<file path="src/rtl/instruction_fetch.sv">
// instruction_fetch: single-cycle-latency fetch stage with redirect, stall and decode handshake.
// Define FETCH_HALT_ON_ZERO_EN to make an all-zero instruction word halt fetch until a redirect.
module instruction_fetch #(
  parameter logic [31:0] RESET_PC = 32'h00000000,
  parameter int unsigned PC_STEP  = 4
) (
  input  logic        clk,
  input  logic        reset,
  output logic [31:0] imem_addr,
  input  logic [31:0] imem_instr,
  input  logic        redirect_valid,
  input  logic [31:0] redirect_target,
  output logic [31:0] ir,
  output logic [31:0] ir_pc,
  output logic        ir_valid,
  input  logic        ir_ready,
  output logic        halted,
  output logic        misalign,
  output logic [31:0] fetch_count
);
  typedef enum logic {RUN, HALTED} state_e;
  state_e state_q, state_d;
  logic [31:0] pc_q, pc_d, ir_q, ir_d, ir_pc_q, ir_pc_d, cnt_q, cnt_d;
  logic        ir_valid_q, ir_valid_d, misalign_q, misalign_d;
  logic        load, halt_hit, fetch;
  assign load = (state_q == RUN) && (!ir_valid_q || ir_ready) && !redirect_valid;
`ifdef FETCH_HALT_ON_ZERO_EN
  assign halt_hit = load && (imem_instr == 32'h00000000);
`else
  assign halt_hit = 1'b0;
`endif
  assign fetch = load && !halt_hit;
  always_ff @(posedge clk) begin
    if (reset) state_q <= RUN;
    else       state_q <= state_d;
  end
  always_comb begin
    state_d = redirect_valid ? RUN : halt_hit ? HALTED : state_q;
  end
  always_comb begin
`ifdef FETCH_HALT_ON_ZERO_EN
    halted = (state_q == HALTED);
`else
    halted = 1'b0;
`endif
  end
  // Redirect wins over everything except reset and flushes the held instruction.
  always_comb begin
    pc_d       = redirect_valid ? {redirect_target[31:2], 2'b00} : fetch ? pc_q + 32'(PC_STEP) : pc_q;
    ir_d       = fetch ? imem_instr : ir_q;
    ir_pc_d    = fetch ? pc_q : ir_pc_q;
    ir_valid_d = redirect_valid ? 1'b0 : fetch ? 1'b1 : (ir_valid_q && !ir_ready);
    cnt_d      = fetch ? cnt_q + 32'd1 : cnt_q;
    misalign_d = misalign_q || (redirect_valid && (redirect_target[1:0] != 2'b00));
  end
  always_ff @(posedge clk) begin
    if (reset) begin
      pc_q       <= RESET_PC;
      ir_q       <= 32'h0;
      ir_pc_q    <= 32'h0;
      ir_valid_q <= 1'b0;
      cnt_q      <= 32'h0;
      misalign_q <= 1'b0;
    end else begin
      pc_q       <= pc_d;
      ir_q       <= ir_d;
      ir_pc_q    <= ir_pc_d;
      ir_valid_q <= ir_valid_d;
      cnt_q      <= cnt_d;
      misalign_q <= misalign_d;
    end
  end
  assign imem_addr   = pc_q;
  assign ir          = ir_q;
  assign ir_pc       = ir_pc_q;
  assign ir_valid    = ir_valid_q;
  assign misalign    = misalign_q;
  assign fetch_count = cnt_q;
endmodule

</file>
<file path="config.mk">
export PLATFORM = sky130hd
export DESIGN_NAME = instruction_fetch
export DESIGN_NICKNAME = d
export VERILOG_FILES = /design/src/rtl/instruction_fetch.sv
export SDC_FILE = /design/constraint.sdc
export NUM_CORES = 1
export LEC_CHECK = 0
export ABC_AREA = 1
export BUFFER_PORTS_ARGS = -buffer_cell sky130_fd_sc_hd__buf_2
export CORE_ASPECT_RATIO = 0.7
export CORE_MARGIN = 10
export CORE_UTILIZATION = 51
export DETAILED_ROUTE_END_ITERATION = 10
export HOLD_SLACK_MARGIN = 0.1
export PLACE_DENSITY = 0.87
export SLEW_MARGIN = 30
export SYNTH_ARGS = -nofsm -noshare
export SYNTH_HDL_FRONTEND = slang
export SYNTH_SLANG_ARGS = --single-unit
</file>
<file path="constraint.sdc">
create_clock -name clk -period 1.8 [get_ports clk]
set_input_delay 0.09 -clock clk [delete_from_list [all_inputs] [get_ports clk]]
set_output_delay 0.09 -clock clk [all_outputs]
set_load 0.03 [all_outputs]
</file>
==> flow_summary_export.csv <==
group,metric,value,unit
run_status,outcome,"complete, no violations",
timing,post-route-worst-setup-slack,61.6,ps
grt,antenna_found_initial,2,
synthesis,yosysMostFrequentCell,"nor2_1",
synthesis,synthTopCellsByArea,"dfxtp_1, nor2_1, nand2_1",
grt,overflow,0,
timing,rsz0062_at_grt,"no",
clock_network,cts_tree,"built",
worst_setup_path,path_cells,"dlygate4sd3_1 -> buf_2 -> buf_6 -> o21ai_0 -> dlygate4sd3_1 -> a21oi_1",
timing,holdWs,166,ps
route,viasPerCell,5.36,
route,routed_wirelength,22200,microns
place,dp.cells,1231,
finish,fillers,923,
die,die_w,151,microns
synthesis,netlist_area,6150,sq um
timing,hold_violations,0,
route,route.detailed.drc,0,
clock_network,post_cts_buffers,0,
worst_setup_path,startpoint,"redirect_valid",
timing,drv_slew,0,
timing,skew,10.3,ps
worst_setup_path,critPathMaxFanout,30,
finish,area_delta_synth_final,39.4,%
synthesis,ys.warnings.count,0,
synthesis,ys_ff_latch,126,
place,io_buffer_count,193,
worst_hold_path,hp-class,"in -> reg",
worst_hold_path,hold_depth,4,
synthesis,yosysTopAreaCellShare,41.0,%
grt,grt_pass1_wl,35300,microns
grt,grt.total_usage,25.5,%
timing,finalSetupViolations,0,
finish,fin_nets,1229,
power,p_per_area,916,nW/um^2
synthesis,synth_edf_count,0,
worst_setup_path,path_buf_inv,4,
die,dieArea,16900,sq um
worst_setup_path,slowest_delay,590,ps
timing,finalCritPeriodShare,96.6,%
clock_network,worstSkewPairLatency,400,ps
worst_hold_path,min_to,"ir_pc[12]",
timing,final.min_clock_period,1740,ps
job,drv_cap,0,
finish,fin_util,72.9,%
synthesis,synthTopCellsByCount,"nor2_1, nand2_1, dfxtp_1",
die,start_util,52.3,%
synthesis,synth_area_leader_cell,"dfxtp_1",
finish,multi_input_area,3120,sq um
timing,tightest_slew,555,ps
route,drt-initial-drc-count,687,
clock_network,cts_sinks,126,
timing,tns,0,ps
timing,max_freq,575,MHz
worst_setup_path,crit_required,2130,ps
grt,first_global_vias,6853,
clock_network,numCtsBuffers,17,
synthesis,synthDistinctLibCells,40,
clock_network,root_buffer,"clkbuf_16",
finish,drive_gt1_share,23.6,%
place,post-place-ws,148,ps
route,antenna_left,0,
power,leakagePower,3.93,nW
die,num_rows,33,
route,wl_per_cell,16.7,microns
synthesis,ys_async_sr_fraction,0,%
place,globalplace.congestion,0.916,
place,dp_hpwl,14900,microns
route,dr.pass1.iters,6,
worst_setup_path,slowest_stage,"dlygate4sd3_1",
die,fp.dieH,112,microns
clock_network,htreeDepth,4,
worst_setup_path,crit_family,"buffers and inverters",
clock_network,clkTransAtPathRegs,60,ps
route,dr_total_vias,7143,
worst_setup_path,crit_top_cell,"dlygate4sd3_1",
die,core,11800,sq um
worst_setup_path,r2r_slack,160,ps
worst_setup_path,rr_startpoint,"fetch_count[0]",
finish,seq_area,2520,sq um
finish,fin_cells,1332,
worst_setup_path,path_class,"in -> reg",
timing,relSlewSlack,63.0,%
clock_network,cts_buffer_depth,2,
synthesis,synth_area_per_cell,6.81,sq um
die,io_pins,199,
worst_setup_path,worst-endpoint-arrival,2070,ps
worst_setup_path,reg2reg_depth,8,
synthesis,synth_seq_area_share,41.0,%
synthesis,synthCells,904,
synthesis,synth_flop_cell,"dfxtp_1",
grt,grt_max_degree,67,
power,ir_drop,0.000660,V
worst_setup_path,critPathCaptureType,"flip-flop",
worst_hold_path,min_from,"ir_ready",
worst_setup_path,startpoint_type,"input pin",
worst_setup_path,rr_endpoint,"fetch_count[6]",
-- report_power, final --
group / switching, W / internal, W / leakage, nW
logic: 0.000752 / 0.000399 / 2.59
registers: 0.000124 / 0.00293 / 1.04
clock network: 0.00128 / 0.00236 / 0.307
-- cell usage in the layout, fill, tap and decap left out, types with 8 or more instances in the layout --
| master | Yosys | layout |
|---|---|---|
| buf_4 | 8 | 11 |
| nand2_1 | 183 | 183 |
| a22oi_1 | 17 | 17 |
| a21oi_1 | 32 | 32 |
| nand3_1 | 63 | 63 |
| nor3_1 | 12 | 12 |
| nor2_1 | 196 | 196 |
| inv_1 | 78 | 78 |
| clkbuf_16 | 0 | 17 |
| buf_2 | 13 | 193 |
| dlygate4sd3_1 | 0 | 66 |
| nor2_4 | 8 | 8 |
| nor2_2 | 11 | 11 |
| dfxtp_1 | 126 | 124 |
| o21ai_0 | 58 | 57 |
| a31oi_1 | 10 | 10 |
| a211oi_1 | 9 | 9 |
| nand4_1 | 20 | 20 |
-- state kept, by name, indices dropped and copies added, names as in the netlist --
name,count
ir_valid,1
misalign,1
fetch_count,32
ir_pc,30
imem_addr,30
ir,32
-- tightest hold or removal path: stages --
cell and delay [ps]:
buf_2 120, nor2_4 70, nor2_8 140, a211oi_1 90
-- routing by layer --
layer	track usage, %	routed length [microns]	share of wire, %
met3	7.36	2750	12
met2	38.2	9560	43
met5	0	0	0
met1	34.1	9440	42
met4	8.96	494	2.2
-- cell families (layout without fill, tap and decap cells) --
family | Yosys count | after routing | synth area share, %
AOI/OAI and AO/OA | 135 | 135 | 12.6
and+or+nand+nor | 513 | 513 | 37.0
xor gates and xnor gates | 3 | 3 | 0.427
buffers and inverters | 124 | 388 | 8.48
adders and majority gates | 2 | 2 | 0.407
DFF | 126 | 126 | 41.0
other | 1 | 8 | 0.0609
-- final cells by class --
cell class,count,area share (%)
Antenna cell,3,0.0875
Clock buffer,19,5.16
Multi-Input combinational cell,658,36.4
Inverter,82,3.62
Timing Repair Buffer,274,20.8
Tap cell,157,2.29
Clock inverter,13,2.22
Sequential cell,126,29.4
-- stage by stage --
stage / total power (W) / instance area (sq um)
finish: 0.00785 / 8580
global placement: 0.00410 / 7270
detailed placement: 0.00412 / 7270
global route: 0.00813 / 8570
CTS: 0.00786 / 8560
floorplan: 0.00376 / 6170
-- repair_timing --
action	4_1_cts	5_1_grt
endpoints found under the hold margin	67	0
endpoints found under the setup margin	0	4
hold buffers	66	0
resized for setup	0	4
-- worst max-delay path by stage --
stage | endpoint | slack, ps | depth (start not counted)
global route | imem_addr[29] | 10 | 10
finish | misalign | 60 | 6
floorplan | imem_addr[26] | 90 | 10
global placement | imem_addr[26] | 200 | 10
detailed placement | imem_addr[26] | 150 | 10
CTS | misalign | 60 | 6
(Power assumes the default switching activity.)
